[src/rtl/memory_access.sv]
// memory_access: memory stage; bus loads/stores with lane alignment, registered writeback bundle. Ports: execute handshake (in_*), req/ready data bus (mem_*), writeback bundle (out_valid, result, pc_address, reg_dest, write_en, branch_link, addr_error, bad_vaddr).
module memory_access #(
  parameter int ADDR_W = 32,
  parameter int DATA_W = 32
) (
  input  logic              clk,
  input  logic              rst,
  input  logic              in_valid,
  output logic              in_ready,
  input  logic [DATA_W-1:0] in_alu_result,
  input  logic [DATA_W-1:0] in_store_data,
  input  logic              in_mem_read,
  input  logic              in_mem_write,
  input  logic [1:0]        in_mem_size,
  input  logic              in_mem_signed,
  input  logic [31:0]       in_pc_address,
  input  logic [4:0]        in_reg_dest,
  input  logic              in_write_en,
  input  logic              in_branch_link,
  output logic              mem_req,
  output logic              mem_we,
  output logic [ADDR_W-1:0] mem_addr,
  output logic [DATA_W-1:0] mem_wdata,
  output logic [3:0]        mem_be,
  input  logic              mem_ready,
  input  logic [DATA_W-1:0] mem_rdata,
  output logic              out_valid,
  output logic [DATA_W-1:0] result,
  output logic [31:0]       pc_address,
  output logic [4:0]        reg_dest,
  output logic              write_en,
  output logic              branch_link,
  output logic              addr_error,
  output logic [DATA_W-1:0] bad_vaddr
);
  typedef enum logic {IDLE, BUS} state_t;
  state_t state, state_nx;
  logic [DATA_W-1:0] addr_q, wdata_q, ld;
  logic [1:0] size_q, off;
  logic [3:0] be_q, be_c;
  logic [31:0] p_pc;
  logic [4:0] p_rd;
  logic sgn_q, wr_q, p_we, p_bl, is_mem, mis, go;
  logic [7:0] byte_v;
  logic [15:0] half_v;
  logic [DATA_W-1:0] wdata_c;
  assign off = in_alu_result[1:0];
  assign is_mem = in_mem_read | in_mem_write;
  assign mis = is_mem & (in_mem_size == 2'd0 ? 1'b0 : in_mem_size == 2'd1 ? off[0] : |off);
  assign go = in_valid & (state == IDLE);
  assign be_c = in_mem_size == 2'd0 ? 4'b0001 << off : in_mem_size == 2'd1 ? (off[1] ? 4'b1100 : 4'b0011) : 4'b1111;
  assign wdata_c = in_mem_size == 2'd0 ? {4{in_store_data[7:0]}} : in_mem_size == 2'd1 ? {2{in_store_data[15:0]}} : in_store_data;
  assign byte_v = mem_rdata[{addr_q[1:0], 3'b000} +: 8];
  assign half_v = addr_q[1] ? mem_rdata[31:16] : mem_rdata[15:0];
  // Reserved size 3 behaves as a word access throughout.
  assign ld = size_q == 2'd0 ? {{24{sgn_q & byte_v[7]}}, byte_v} : size_q == 2'd1 ? {{16{sgn_q & half_v[15]}}, half_v} : mem_rdata;
  assign mem_addr = {addr_q[ADDR_W-1:2], 2'b00};
  assign mem_wdata = wdata_q;
  assign mem_we = mem_req & wr_q;
  assign mem_be = mem_req ? be_q : 4'b0000;
  always_ff @(posedge clk or negedge rst)
    if (!rst) state <= IDLE;
    else state <= state_nx;
  always_comb begin
    state_nx = state;
    in_ready = 1'b0;
    mem_req = 1'b0;
    if (state == IDLE) begin
      in_ready = 1'b1;
      if (go && is_mem && !mis) state_nx = BUS;
    end else begin
      mem_req = 1'b1;
      if (mem_ready) state_nx = IDLE;
    end
  end
  always_ff @(posedge clk or negedge rst) begin
    if (!rst) begin
      addr_q <= '0;
      wdata_q <= '0;
      size_q <= '0;
      be_q <= '0;
      sgn_q <= 1'b0;
      wr_q <= 1'b0;
      p_pc <= '0;
      p_rd <= '0;
      p_we <= 1'b0;
      p_bl <= 1'b0;
      out_valid <= 1'b0;
      result <= '0;
      pc_address <= '0;
      reg_dest <= '0;
      write_en <= 1'b0;
      branch_link <= 1'b0;
      addr_error <= 1'b0;
      bad_vaddr <= '0;
    end else begin
      out_valid <= 1'b0;
      write_en <= 1'b0;
      branch_link <= 1'b0;
      addr_error <= 1'b0;
      if (go && is_mem && !mis) begin
        addr_q <= in_alu_result;
        wdata_q <= wdata_c;
        size_q <= in_mem_size;
        be_q <= be_c;
        sgn_q <= in_mem_signed;
        wr_q <= in_mem_write;
        p_pc <= in_pc_address;
        p_rd <= in_reg_dest;
        p_we <= in_write_en;
        p_bl <= in_branch_link;
      end
      // Non-memory ops and misaligned accesses retire straight from the accept edge.
      if (go && (!is_mem || mis)) begin
        out_valid <= 1'b1;
        result <= in_alu_result;
        pc_address <= in_pc_address;
        reg_dest <= in_reg_dest;
        write_en <= in_write_en & !is_mem;
        branch_link <= in_branch_link & !is_mem;
        addr_error <= mis;
        if (mis) bad_vaddr <= in_alu_result;
      end
      if (state == BUS && mem_ready) begin
        out_valid <= 1'b1;
        result <= wr_q ? addr_q : ld;
        pc_address <= p_pc;
        reg_dest <= p_rd;
        write_en <= p_we & !wr_q;
        branch_link <= p_bl;
      end
    end
  end
endmodule
[config.mk]
export PLATFORM = sky130hd
export DESIGN_NAME = memory_access
export DESIGN_NICKNAME = d
export VERILOG_FILES = /design/src/rtl/memory_access.sv
export SDC_FILE = /design/constraint.sdc
export NUM_CORES = 1
export LEC_CHECK = 0
export CORE_ASPECT_RATIO = 1.2
export CORE_MARGIN = 1.5
export CORE_UTILIZATION = 51
export DETAILED_ROUTE_END_ITERATION = 8
export HOLD_SLACK_MARGIN = 0.15
export MAX_ROUTING_LAYER = met4
export PLACE_DENSITY = 0.82
export SETUP_SLACK_MARGIN = 0.3
export SLEW_MARGIN = 20
export SYNTH_ARGS = -nofsm -noshare
export SYNTH_HDL_FRONTEND = slang
export SYNTH_SLANG_ARGS = --single-unit
[constraint.sdc]
create_clock -name clk -period 4.89 [get_ports clk]
set_clock_uncertainty 0.15 [all_clocks]
set_input_delay 0.978 -clock clk [delete_from_list [all_inputs] [get_ports clk]]
set_output_delay 0.978 -clock clk [all_outputs]
set_load 0.05 [all_outputs]
=== After elaboration in Yosys (flattened, before gate mapping) ===
Cells that the tools add are included.

* Bits in registers: 217
* Input bits: 144
* Output and inout port bits: 176
* Logic and storage cells: 76

* Equal/unequal tests: 2
* Shifts and indexed selects: 2
* Muxes and demuxes: 30
* Bitwise gates (word level): 10
* Reductions and logical operators: 13

{| class="wikitable"
|+ Operator list
! cell !! count
|-
| 32-bit 2-to-1 mux || 9
|-
| 32-bit by 6-bit variable part select with 8-bit output || 1
|-
| 16-bit 2-to-1 mux || 1
|-
| 4-bit 2-to-1 mux || 4
|-
| 1-bit 2-to-1 mux || 14
|-
| 5-bit 2-to-1 mux || 2
|-
| 1-bit AND || 8
|-
| 2-bit by 1-bit equality test with 1-bit output, second input constant || 2
|-
| 1-bit logical AND || 4
|-
| 2-bit zero test || 2
|-
| 1-bit by 2-bit << shifter with 4-bit output, first input constant || 1
|-
| 1-bit zero test || 3
|-
| 2-bit AND reduction || 1
|-
| 2-bit nonzero test || 1
|-
| 2-bit OR reduction || 1
|-
| 1-bit logical OR || 1
|-
| 1-bit inverter || 1
|-
| 1-bit bitwise OR || 1
|}

=== Depth between registers and ports, before layout ===
* Word-level depth: 8
* Depth in mapped cells: 6
* Depth with buffers taken out: 4

=== Least setup slack after synthesis ===
OpenSTA, ideal clock, no wires.

* Path kind: reg2out
* Start point: register state
* End point: output mem_we
* Arrival: 1.854 ns
* Data required time: 3.762 ns
* Path slack: 1.908 ns
* Stages on the path, launching flop included: 3
* Buffers on the path: 0
* Cells stage by stage: dfrtp_1 > inv_1 > nor2_1

* Cells in the longest elaborated chain, start to end: 2

{| class="wikitable"
|+ Ends and longest elaborated chain
! element !! RTL line !! text
|-
| start: declaration || 37 || <nowiki>state_t state, state_nx;</nowiki>
|-
| start signal: assignment || 63 || <nowiki>else state <= state_nx;</nowiki>
|-
| 1-bit 2-to-1 mux || 68 || <nowiki>if (state == IDLE) begin</nowiki>
|-
| 1-bit AND || 59 || <nowiki>assign mem_we = mem_req & wr_q;</nowiki>
|-
| end: declaration || 21 || <nowiki>output logic mem_we,</nowiki>
|}

No other way between the ends.

=== Final worst setup path ===
Same ends and word-level chain as after synthesis.

==> out/metrics.yaml <==
drt:
  final_antenna_net_count: 0
  drt-pass1-iter-count: 5
  wl_per_cell_um: 20.7
  drc: 0
  vias: 8492
  routed_wl_um: 30600
  drt-initial-drc-count: 566
  drt-vias-per-instance: 5.73
worst_setup_path:
  crit_path_end_kind: "primary output"
  path_delay_family: "buffers and inverters"
  critPathRequiredTime_ns: 3.76
  path_buf_inv: 2
  crit_chain: "inv_1 > nor2_1 > clkdlybuf4s50_1"
  slowest_stage: "clkdlybuf4s50_1"
  worstPathArrival_ns: 2.17
  critPathMaxFanout: 11
  critPathKind: "reg -> out"
  start_kind: "register"
  worst_path_largest_cell_delay_ns: 0.83
global_route:
  grt_pass1_vias: 8567
  overflow: 0
  grt_util_all_layers_pct: 29.4
  grt_pass1_wl_um: 47700
  antenna_found_initial: 1
  grt_max_degree: 102
clock_network:
  cts_hold_buf: 0
  clock_sinks: 217
  cts_buffers: 23
  insertion_delay_ns: 0.50
  post_cts_buffers: 0
  htree_levels: 1
  clock_tree.root_cell: "clkbuf_16"
  post_cts_resized: 0
  cts_tree: "yes"
  clk_pin_slew_ns: 0.06
  clockBufferDepth: 3
logic_synthesis:
  yosys_most_used_dff: "dfrtp_1"
  ys_seq_area_share_pct: 52.4
  synth_top_area_cell: "dfrtp_1"
  yosys.area.top_type_share_pct: 52.4
  netlist_area_um2: 10400
  yosysMostFrequentCell: "dfrtp_1"
  ys_seq_elements: 217
  netlist_instances: 952
  synth_cell_types: 47
  synth_warnings: 0
  synth-edff-count: 0
  synth_common_cells: "217 x dfrtp_1, 158 x nand2_1, 115 x mux2_2"
  post_synth.cell_area_avg_um2: 10.9
  synthArstFlopShare_pct: 100
  synth_area_leaders: "dfrtp_1 52%, mux2_2 12%, nand2_1 5.7%"
timing:
  worst_pin_slew_ns: 1.06
  fin_crit_sh_pct: 67.5
  hold_viol: 0
  slew_headroom_pct: 29.5
  layout_min_cycle_time_ns: 3.30
  final-max-slew-violation-count: 0
  setup_violations: 0
  timing.fmax_ghz: 0.303
  tns_ns: 0
  rsz0062_at_grt: "no"
pwr:
  power_leakage_nw: 5.88
  vdd_drop_max_v: 0.000365
  power_mw: 7.88
  p_per_area_nw_per_um2: 557
final_layout:
  fill_cells: 1461
  area_growth_pct: 36.5
  final_area_um2: 14100
  finish.net_count: 1350
  drive_gt1_share_pct: 15.0
  layout.cells.non_filler: 1481
floorplanning:
  start_util_pct: 52.5
  placeableCoreArea_um2: 19800
  fp.dieW_um: 133
  dieArea_um2: 21200
  fp.dieH_um: 159
  io_pins: 320
  rows: 56
placement:
  placed_area_um2: 13400
  gp_congestion: 0.862
  post-dp-hpwl_um: 20800
  dp_cells: 1442
  port_buffers: 317
worst_hold_path:
  min_path_type: "in -> async"
job:
  drv_cap: 0
status:
  status: "finished clean"
path summary, 6_finish.rpt:
path                                 endpoint          start  cells after the start  slack [ns]
worst max-delay path                   mem_we          state                      3        1.59
worst min-delay path            mem_wdata[26]            rst                      1        0.33
worst max register to register     result[20]          state                      5        2.32
worst min register to register  mem_wdata[24]  mem_wdata[24]                      2        0.33
max in group asynchronous          result[10]            rst                      2        3.28
min in group clk                mem_wdata[24]  mem_wdata[24]                      2        0.33
cell families after synthesis:
logic type	synth area share (%)
buf+inv	5.76
compound gates	12.1
simple gates	12.4
flops	52.4
mux	17.3
other cells	0.0362
metrics by stage:
step | utilization (%) | hold WS [ns] | setup WS, ns
after CTS | 71.6 | 0.333 | 1.57
after detailed placement | 67.9 | 0.319 | 1.21
after global routing | 71.6 | 0.356 | 1.51
final | 71.6 | 0.327 | 1.59
after global placement | 67.9 | 0.306 | 1.32
after floorplan | - | 0.291 | 1.91
placed cells by master, fill, tap and decap left out, types with 2 or more instances in the layout:
cell,instances
a211oi_1,16
a21oi_1,28
a22o_1,2
a2bb2oi_1,16
a31oi_1,46
a41oi_1,5
and2_1,4
and3_1,8
and3b_1,8
buf_4,13
clkbuf_1,3
clkbuf_16,23
clkbuf_8,8
clkdlybuf4s50_1,316
clkinv_2,3
conb_1,2
dfrtp_1,217
inv_1,2
mux2_2,115
mux2i_1,50
nand2_1,157
nand2b_1,3
nand3_1,6
nor2_1,32
nor2b_1,5
nor3_1,45
o2111ai_1,7
o21ai_0,38
o221ai_2,8
or3_1,8
registers in the layout, summed over array words and instances, names as in the netlist, 2 cells and up:
signal      flops
mem_wdata      32
p_rd            5
reg_dest        5
bad_vaddr      32
be_q            4
p_pc           32
addr_q         32
pc_address     32
result         32
size_q          2
cell type report:
class / count / area [µm²] / share of cell area, %
Clock inverter: 4 / 22.5 / 0.159
Sequential cell: 217 / 5430 / 38.4
Clock buffer: 34 / 697 / 4.93
Multi-Input combinational cell: 630 / 4360 / 30.8
Antenna cell: 1 / 2.50 / 0.0177
Timing Repair Buffer: 331 / 3300 / 23.3
Tap cell: 261 / 327 / 2.31
Inverter: 3 / 11.3 / 0.0796
routing by layer:
metal	GRT usage [%]	vias to the layer above	routed length [µm]
li1	-	3875	-
met1	36.5	4191	12200
met2	48.9	351	15200
met3	4.55	75	2020
met4	10.9	0	1230
met5	-	-	0
where the power goes:
| group | switching, mW | internal [mW] |
|---|---|---|
| sequential | 0.351 | 2.30 |
| combinational | 2.25 | 1.29 |
| clock | 0.703 | 0.977 |
| total | 3.31 | 4.57 |
(Power assumes the default switching activity.)
